`src/rtl/ili9341_pkg.sv`:
```
// Shared definitions for the ILI9341 frame streamer: FSM encoding, RGB565 palette, width helpers.
// Pure declarations, no logic and no latency.
// No handshake of its own.
package ili9341_pkg;

   // Frame streamer FSM states
   typedef enum logic [2:0] {
      ST_IDLE   = 3'd0,
      ST_ADDR   = 3'd1,
      ST_LOAD   = 3'd2,
      ST_STREAM = 3'd3,
      ST_DONE   = 3'd4
   } state_t;

   // RGB565 solid colours, indexed by mode - NUM_IMAGES
   localparam logic [15:0] RGB_CYAN    = 16'h07FF;
   localparam logic [15:0] RGB_RED     = 16'hF800;
   localparam logic [15:0] RGB_PURPLE  = 16'h780F;
   localparam logic [15:0] RGB_BLACK   = 16'h0000;
   // Fallback for any mode beyond the palette
   localparam logic [15:0] RGB_BLUE    = 16'h001F;

   localparam int NUM_SOLID = 4;

   // Counter/address width for a range of n values; never below 1 bit
   function automatic int clog2_min1(input int n);
      return (n > 1) ? $clog2(n) : 1;
   endfunction

   // Default widths for the stock 80x80, 4-slot configuration
   localparam int DEF_ADDR_W = clog2_min1(4 * 80 * 80);
   localparam int DEF_SLOT_W = clog2_min1(4);

   // Palette lookup: k is the solid-colour index, anything outside 0..3 gets the fallback
   function automatic logic [15:0] solid_colour(input int k);
      case (k)
         0:       return RGB_CYAN;
         1:       return RGB_RED;
         2:       return RGB_PURPLE;
         3:       return RGB_BLACK;
         default: return RGB_BLUE;
      endcase
   endfunction

endpackage

```
`src/rtl/ili9341_scale_addr_gen.sv`:
```
// Raster counters (sx, src_col, sy, src_row) for an integer-upscaled frame plus ROM address.
// Address and flags are combinational from the counters; counters step one cycle after advance.
// Advances only when told to; holds indefinitely otherwise.
module ili9341_scale_addr_gen
   import ili9341_pkg::*;
#(
   parameter int SRC_W      = 80,
   parameter int SRC_H      = 80,
   parameter int SCALE      = 4,
   parameter int NUM_IMAGES = 4,
   parameter int ADDR_W     = clog2_min1(NUM_IMAGES * SRC_W * SRC_H),
   parameter int SLOT_W     = clog2_min1(NUM_IMAGES)
) (
   input  logic              clk,
   input  logic              rst,
   input  logic              advance,
   input  logic              clear,
   input  logic [SLOT_W-1:0] slot,
   output logic [ADDR_W-1:0] rom_addr,
   output logic              last_beat,
   output logic              col_wrap
);

   localparam int SX_W  = clog2_min1(SCALE);
   localparam int COL_W = clog2_min1(SRC_W);
   localparam int ROW_W = clog2_min1(SRC_H);

   localparam logic [SX_W-1:0]   SX_MAX  = SX_W'(SCALE - 1);
   localparam logic [COL_W-1:0]  COL_MAX = COL_W'(SRC_W - 1);
   localparam logic [ROW_W-1:0]  ROW_MAX = ROW_W'(SRC_H - 1);
   localparam logic [ADDR_W-1:0] IMG_WORDS = ADDR_W'(SRC_W * SRC_H);
   localparam logic [ADDR_W-1:0] ROW_WORDS = ADDR_W'(SRC_W);

   logic [SX_W-1:0]  sx;
   logic [SX_W-1:0]  sy;
   logic [COL_W-1:0] src_col;
   logic [ROW_W-1:0] src_row;
   logic             sx_max;
   logic             sy_max;
   logic             col_max;
   logic             row_max;

   assign sx_max  = (sx == SX_MAX);
   assign sy_max  = (sy == SX_MAX);
   assign col_max = (src_col == COL_MAX);
   assign row_max = (src_row == ROW_MAX);

   assign col_wrap  = sx_max;
   assign last_beat = sx_max && col_max && sy_max && row_max;

   // Slot base is a constant multiply; all terms carried at full address width
   assign rom_addr = ADDR_W'(slot) * IMG_WORDS
                   + ADDR_W'(src_row) * ROW_WORDS
                   + ADDR_W'(src_col);

   // Nested counters: sx -> src_col -> sy -> src_row; sy rewinds src_col to replay the row
   always_ff @(posedge clk or negedge rst) begin
      if (!rst) begin
         sx      <= '0;
         sy      <= '0;
         src_col <= '0;
         src_row <= '0;
      end else if (clear) begin
         sx      <= '0;
         sy      <= '0;
         src_col <= '0;
         src_row <= '0;
      end else if (advance) begin
         if (sx_max) begin
            sx <= '0;
            if (col_max) begin
               src_col <= '0;
               if (sy_max) begin
                  sy      <= '0;
                  src_row <= row_max ? '0 : src_row + ROW_W'(1);
               end else begin
                  sy <= sy + SX_W'(1);
               end
            end else begin
               src_col <= src_col + COL_W'(1);
            end
         end else begin
            sx <= sx + SX_W'(1);
         end
      end
   end

endmodule

```
`src/rtl/ili9341_frame_streamer.sv`:
```
// Streams one full upscaled ROM image or solid palette frame per launch to the ILI9341 controller.
// Image pixels appear 2 cycles after address (ADDR, LOAD); solid frames are valid the cycle after launch.
// pix_valid/pix_data hold until pix_ready; a stall freezes the frame, mode changes queue to frame end.
module ili9341_frame_streamer
   import ili9341_pkg::*;
#(
   parameter int SRC_W      = 80,
   parameter int SRC_H      = 80,
   parameter int SCALE      = 4,
   parameter int PIXEL_W    = 16,
   parameter int NUM_IMAGES = 4,
   parameter int MODE_W     = 3,
   parameter int CONTINUOUS = 0,
   localparam int ADDR_W    = clog2_min1(NUM_IMAGES * SRC_W * SRC_H)
) (
   input  logic               clk,
   input  logic               rst,
   input  logic [MODE_W-1:0]  mode,
   input  logic               start,
   output logic [ADDR_W-1:0]  rom_addr,
   input  logic [PIXEL_W-1:0] rom_data,
   output logic [PIXEL_W-1:0] pix_data,
   output logic               pix_valid,
   input  logic               pix_ready,
   output logic               busy,
   output logic               frame_done
);

   localparam int SLOT_W = clog2_min1(NUM_IMAGES);

   state_t              state;
   state_t              state_nxt;
   logic [MODE_W-1:0]   mode_q;
   logic                pending;
   logic [ADDR_W-1:0]   gen_addr;
   logic [ADDR_W-1:0]   rom_addr_hold;
   logic [PIXEL_W-1:0]  new_colour;
   logic                launch;
   logic                advance;
   logic                last_beat;
   logic                col_wrap;
   logic                accept;
   logic                mode_diff;
   logic                new_is_image;
   logic                cur_is_image;

   assign accept       = pix_valid && pix_ready;
   assign mode_diff    = (mode != mode_q);
   assign new_is_image = (int'(mode) < NUM_IMAGES);
   assign cur_is_image = (int'(mode_q) < NUM_IMAGES);
   assign new_colour   = PIXEL_W'(solid_colour(int'(mode) - NUM_IMAGES));

   assign busy       = (state != ST_IDLE);
   assign frame_done = (state == ST_DONE);

   // The ROM samples the address at the end of ADDR; outside ADDR the last address is held
   assign rom_addr = (state == ST_ADDR) ? gen_addr : rom_addr_hold;

   ili9341_scale_addr_gen #(
      .SRC_W      (SRC_W),
      .SRC_H      (SRC_H),
      .SCALE      (SCALE),
      .NUM_IMAGES (NUM_IMAGES),
      .ADDR_W     (ADDR_W),
      .SLOT_W     (SLOT_W)
   ) u_addr_gen (
      .clk       (clk),
      .rst       (rst),
      .advance   (advance),
      .clear     (launch),
      .slot      (SLOT_W'(mode_q)),
      .rom_addr  (gen_addr),
      .last_beat (last_beat),
      .col_wrap  (col_wrap)
   );

   // FSM state register
   always_ff @(posedge clk or negedge rst) begin
      if (!rst) begin
         state <= ST_IDLE;
      end else begin
         state <= state_nxt;
      end
   end

   // Next state, launch and counter advance; a launch overrides the per-state next state
   always_comb begin
      state_nxt = state;
      launch    = 1'b0;
      advance   = 1'b0;
      case (state)
         ST_IDLE: begin
            if (start || mode_diff || (CONTINUOUS != 0)) begin
               launch = 1'b1;
            end
         end
         ST_ADDR: begin
            state_nxt = ST_LOAD;
         end
         ST_LOAD: begin
            state_nxt = ST_STREAM;
         end
         ST_STREAM: begin
            if (accept) begin
               advance = 1'b1;
               if (last_beat) begin
                  state_nxt = ST_DONE;
               end else if (col_wrap && cur_is_image) begin
                  state_nxt = ST_ADDR;
               end
            end
         end
         ST_DONE: begin
            if (pending || (CONTINUOUS != 0)) begin
               launch = 1'b1;
            end else begin
               state_nxt = ST_IDLE;
            end
         end
         default: begin
            state_nxt = ST_IDLE;
         end
      endcase
      if (launch) begin
         state_nxt = new_is_image ? ST_ADDR : ST_STREAM;
      end
   end

   // Mode latch at launch; a change seen while busy is remembered until the next launch
   always_ff @(posedge clk or negedge rst) begin
      if (!rst) begin
         mode_q  <= '0;
         pending <= 1'b0;
      end else if (launch) begin
         mode_q  <= mode;
         pending <= 1'b0;
      end else if (busy && mode_diff) begin
         pending <= 1'b1;
      end
   end

   // Address hold register so rom_addr stays put outside ADDR (solid frames never move it)
   always_ff @(posedge clk or negedge rst) begin
      if (!rst) begin
         rom_addr_hold <= '0;
      end else if (state == ST_ADDR) begin
         rom_addr_hold <= gen_addr;
      end
   end

   // Pixel output register: loaded from palette at solid launch or from ROM in LOAD,
   // dropped after the last replica of a source pixel (image) or the last beat of the frame
   always_ff @(posedge clk or negedge rst) begin
      if (!rst) begin
         pix_data  <= '0;
         pix_valid <= 1'b0;
      end else if (launch && !new_is_image) begin
         pix_data  <= new_colour;
         pix_valid <= 1'b1;
      end else if (state == ST_LOAD) begin
         pix_data  <= rom_data;
         pix_valid <= 1'b1;
      end else if (advance && (last_beat || (col_wrap && cur_is_image))) begin
         pix_valid <= 1'b0;
      end
   end

endmodule
```
`config.mk`:
```
export PLATFORM = sky130hd
export DESIGN_NAME = ili9341_frame_streamer
export DESIGN_NICKNAME = d
export VERILOG_FILES = /design/src/rtl/ili9341_pkg.sv /design/src/rtl/ili9341_scale_addr_gen.sv /design/src/rtl/ili9341_frame_streamer.sv
export SDC_FILE = /design/constraint.sdc
export NUM_CORES = 1
export LEC_CHECK = 0
export ABC_AREA = 0
export BUFFER_PORTS_ARGS = -buffer_cell sky130_fd_sc_hd__buf_2
export CAP_MARGIN = 30
export CORE_MARGIN = 5
export CORE_UTILIZATION = 58
export CTS_BUF_LIST = sky130_fd_sc_hd__clkbuf_8
export CTS_CLUSTER_DIAMETER = 150
export DETAILED_ROUTE_END_ITERATION = 12
export PLACE_DENSITY = 0.78
export RECOVER_POWER = 50
export SLEW_MARGIN = 20
export SYNTH_ARGS = -nofsm -noshare
export SYNTH_HDL_FRONTEND = slang
export SYNTH_HIERARCHICAL = 1
export SYNTH_SLANG_ARGS = --single-unit
```
`constraint.sdc`:
```
create_clock -name clk -period 4.25 [get_ports clk]
set_input_delay 0.6375 -clock clk [delete_from_list [all_inputs] [get_ports clk]]
set_output_delay 0.6375 -clock clk [all_outputs]
set_load 0.03 [all_outputs]
```
==> run metrics <==
number of fill cells 433; Hold Path Class reg2reg; prevailing post-synth register cell dfrtp_1; critical path data required time 3610 ps; Port Buf Inserts 56; number of max-cap violations 1; GPL Wtd Cong 0.8777; kind of start point of the critical path flop; mux cell area share after synthesis 9.482%; register area share after synthesis 41.90%; worst path arrival time 3510 ps; H-tree depth 3; critical path's largest stage delay 470 ps; Routed WL per cell 15.97 um; area leader, netlist dfrtp_1; number of flops mapped to enable cells by yosys 0; Synth top area share 41.90%; final net count 447; Longest Clk Path Bufs 2; Max-slew headroom -103.5%; Post-Synth XOR/XNOR Area 6.101%; WHS Endpoint rom_addr_hold[3]; ant diodes 0; total track usage 20.23%; P_leak 0.002055 uW; post-synth net total 378; setup tns final 0 ps; Final setup viols 0; final HPWL from detailed placement 5.040 mm; Slowest-stage cell, CP dfrtp_2; Tightest Pin Transition 3052 ps; Worst path top cell family by delay adder cells; Max Freq 241.3 MHz; main combinational cell family by area after synthesis simple AND/OR/NAND/NOR gates; async set-reset flop share out of synthesis 100.0%; # IOs 57; Core Rows 28; synthesized-area fraction occupied by adder cells 9.996%; R2R setup slack 1100 ps; total grt overflow 0; VDD IR max 0.3173 mV; worst-skew pair later-pin latency 340 ps; die extent in y 86.62 um; vias in the first global route 2537; Vias 2664; Num CTS Buffers 9; DRC viols 0; Worst Skew 7.860 ps; Post-Synthesis Cell Area 0.003405 mm2; crit path kind reg2out; core area 0.005816 mm2; Synth Area in Compound Gates 9.813%; Slew Limit Fails 58; failing checks max-capacitance violations, max-slew violations; die footprint 0.007502 mm2; CTS tree yes; drt total wl 7.634 mm; Final Cycle Share 97.50%; Hold Vio Cnt, Final 0; Starting DRT DRC Count 131; fin crit period 4144 ps; Hold Crit Depth 1; WP buf/inv 2; #FFs+latches synth 57; Worst Path Max Fanout 6; Reg2Reg Launch Point u_addr_gen/src_row[4]; mean post-synth cell area 10.35 um2; Initial Utilization 58.54%; Core Util, Final 69.88%; crit end category primary output; Post-DRT Antenna Nets 0; Mapped Cells 329; synthesis-to-layout area growth 19.37%; hold path startpoint rom_addr_hold[3]; Area contributors post-synth dfrtp_1 42%, ha_1 8.8%, mux2_2 6.0%, nand2_1 4.2%, mux2i_1 3.5%; DRT Pass-1 Iters 4; status finished with violations; worst-case reg-to-reg path depth 11; post-synth cell types 51; final instance area 0.004064 mm2; power per cell area 507.1 mW/mm2; antenna violations before repair 0; Sink Count 57; ordered list of cells on the worst path ha_4 -> buf_4 -> fa_2 -> xor2_1 -> ha_1 -> and4_1 -> a221o_1 -> or2_1 -> a41oi_2 -> xnor2_1 -> mux2_2 -> buf_6; first-pass GRT wire length 11.95 mm; detailed-route vias per instance 5.573; pin count of the biggest net entering global routing 58; ratio of cells with drive above 1 in the final layout 27.79%; simple-gate share of the synthesized area 18.41%; die width 86.62 um; Clock Tree Root clkbuf_8; FF-to-FF End rom_addr_hold[13]; number of synthesis warnings 6; area of placed instances 0.003689 mm2; Clock Pin Slew Worst Setup and Hold Paths 70 ps
==> worst max-delay path by stage <==
stage / cells past startpoint / endpoint / slack, ps / start
final: 12 / rom_addr[13] / 110 / u_addr_gen/src_row[4]
after global routing: 14 / rom_addr[14] / -50 / u_addr_gen/src_row[1]
after CTS: 12 / rom_addr[13] / 5 / u_addr_gen/src_row[1]
after detailed placement: 14 / rom_addr[14] / 210 / u_addr_gen/src_row[4]
after global placement: 14 / rom_addr[14] / 300 / u_addr_gen/src_row[4]
after floorplan: 11 / rom_addr[13] / 490 / u_addr_gen/src_row[1]
==> flip-flops by register name, summed over array words and instances, names as in the netlist <==
name and flops:
mode_q 3, pending 1, pix_data 16, pix_valid 1, rom_addr_hold 15, state 3, u_addr_gen/src_col 7, u_addr_gen/src_row 7
u_addr_gen/sx 2, u_addr_gen/sy 2
==> cells by family (layout without fill, tap and decap cells) <==
logic type                 count (synthesis)  in the layout
DFF                                       57             57
adders and majority gates                 26             26
xor gates and xnor gates                  22             22
AOI/OAI and AO/OA                         50             50
buffers and inverters                     25             99
and+or+nand+nor                          119            119
muxes                                     30             30
==> power by group <==
part	leakage [uW]	internal (uW)	switching [uW]	total [uW]
Combinational	0.00123	267	504	771
Sequential	0.000717	700	98.5	798
Clock	0.000110	278	214	492
==> cells in the mapped netlist (all sizes together) (2+ instances only) <==
library cell,number
dfrtp,57
nand2,38
nor2,28
ha,24
mux2,18
a21oi,14
a31oi,13
xnor2,13
mux2i,12
inv,11
buf,10
nand3,9
xor2,9
and2,6
nor2b,6
nand2b,5
nand3b,5
nor3,5
a21o,4
clkbuf,4
o21ai,4
o31ai,4
and4,3
nand4,3
or2,3
and3,2
fa,2
o211ai,2
or3,2
==> cell usage in the layout, fill, tap and decap left out, types with 3 or more instances in the layout <==
master	instances
ha_4	5
nand2b_1	5
nor2_1	27
clkbuf_1	13
ha_2	3
a31oi_1	13
buf_4	14
and2_1	6
nand3b_1	4
nor3_1	5
inv_1	14
xor2_1	7
dfrtp_2	3
dfrtp_1	54
clkbuf_8	10
nand3_1	8
a21oi_1	12
buf_2	43
o31ai_1	4
mux2i_1	12
nand4_1	3
xnor2_1	13
nor2b_1	6
mux2_2	15
nand2_1	38
ha_1	16
o21ai_0	4
a21o_1	4
==> per-layer routing <==
| layer | wire [um] | vias up | track usage [%] |
|---|---|---|---|
| met2 | 3816 | 55 | 33.87 |
| met5 | 0 | - | 0 |
| met3 | 327 | 12 | 3.897 |
| met4 | 120 | 0 | 8.499 |
| met1 | 3370 | 1309 | 25.60 |
| li1 | - | 1288 | - |
==> final cells by class <==
type / instances / area [um2] / area share [%]
clock inverters: 6 / 51.30 / 1.262
flip-flops and latches: 57 / 1430 / 35.19
multi-input cells: 247 / 1918 / 47.20
well taps: 75 / 93.84 / 2.309
inverters: 11 / 41.29 / 1.016
clock buffers: 10 / 137.6 / 3.387
repair buffers: 72 / 391.6 / 9.637
==> through the flow <==
stage	total power, uW	setup WS, ps	hold slack [ps]	std cells
CTS	2075	5.443	465.0	468
global route	2185	-46.35	509.6	478
global placement	1550	296.7	475.3	448
floorplan	1374	486.2	341.9	329
detailed placement	1577	212.9	481.8	448
finish	2061	106.1	480.5	478
==> timing repair <==
| item | in CTS | in global routing |
|---|---|---|
| setup buffers | 4 | 10 |
| hold buffers | 0 | 0 |
| hold endpoints to repair | 0 | 0 |
| pin swaps | 3 | 16 |
| resized for setup | 4 | 19 |
| setup endpoints to repair | 3 | 3 |
(Power assumes the default switching activity.)
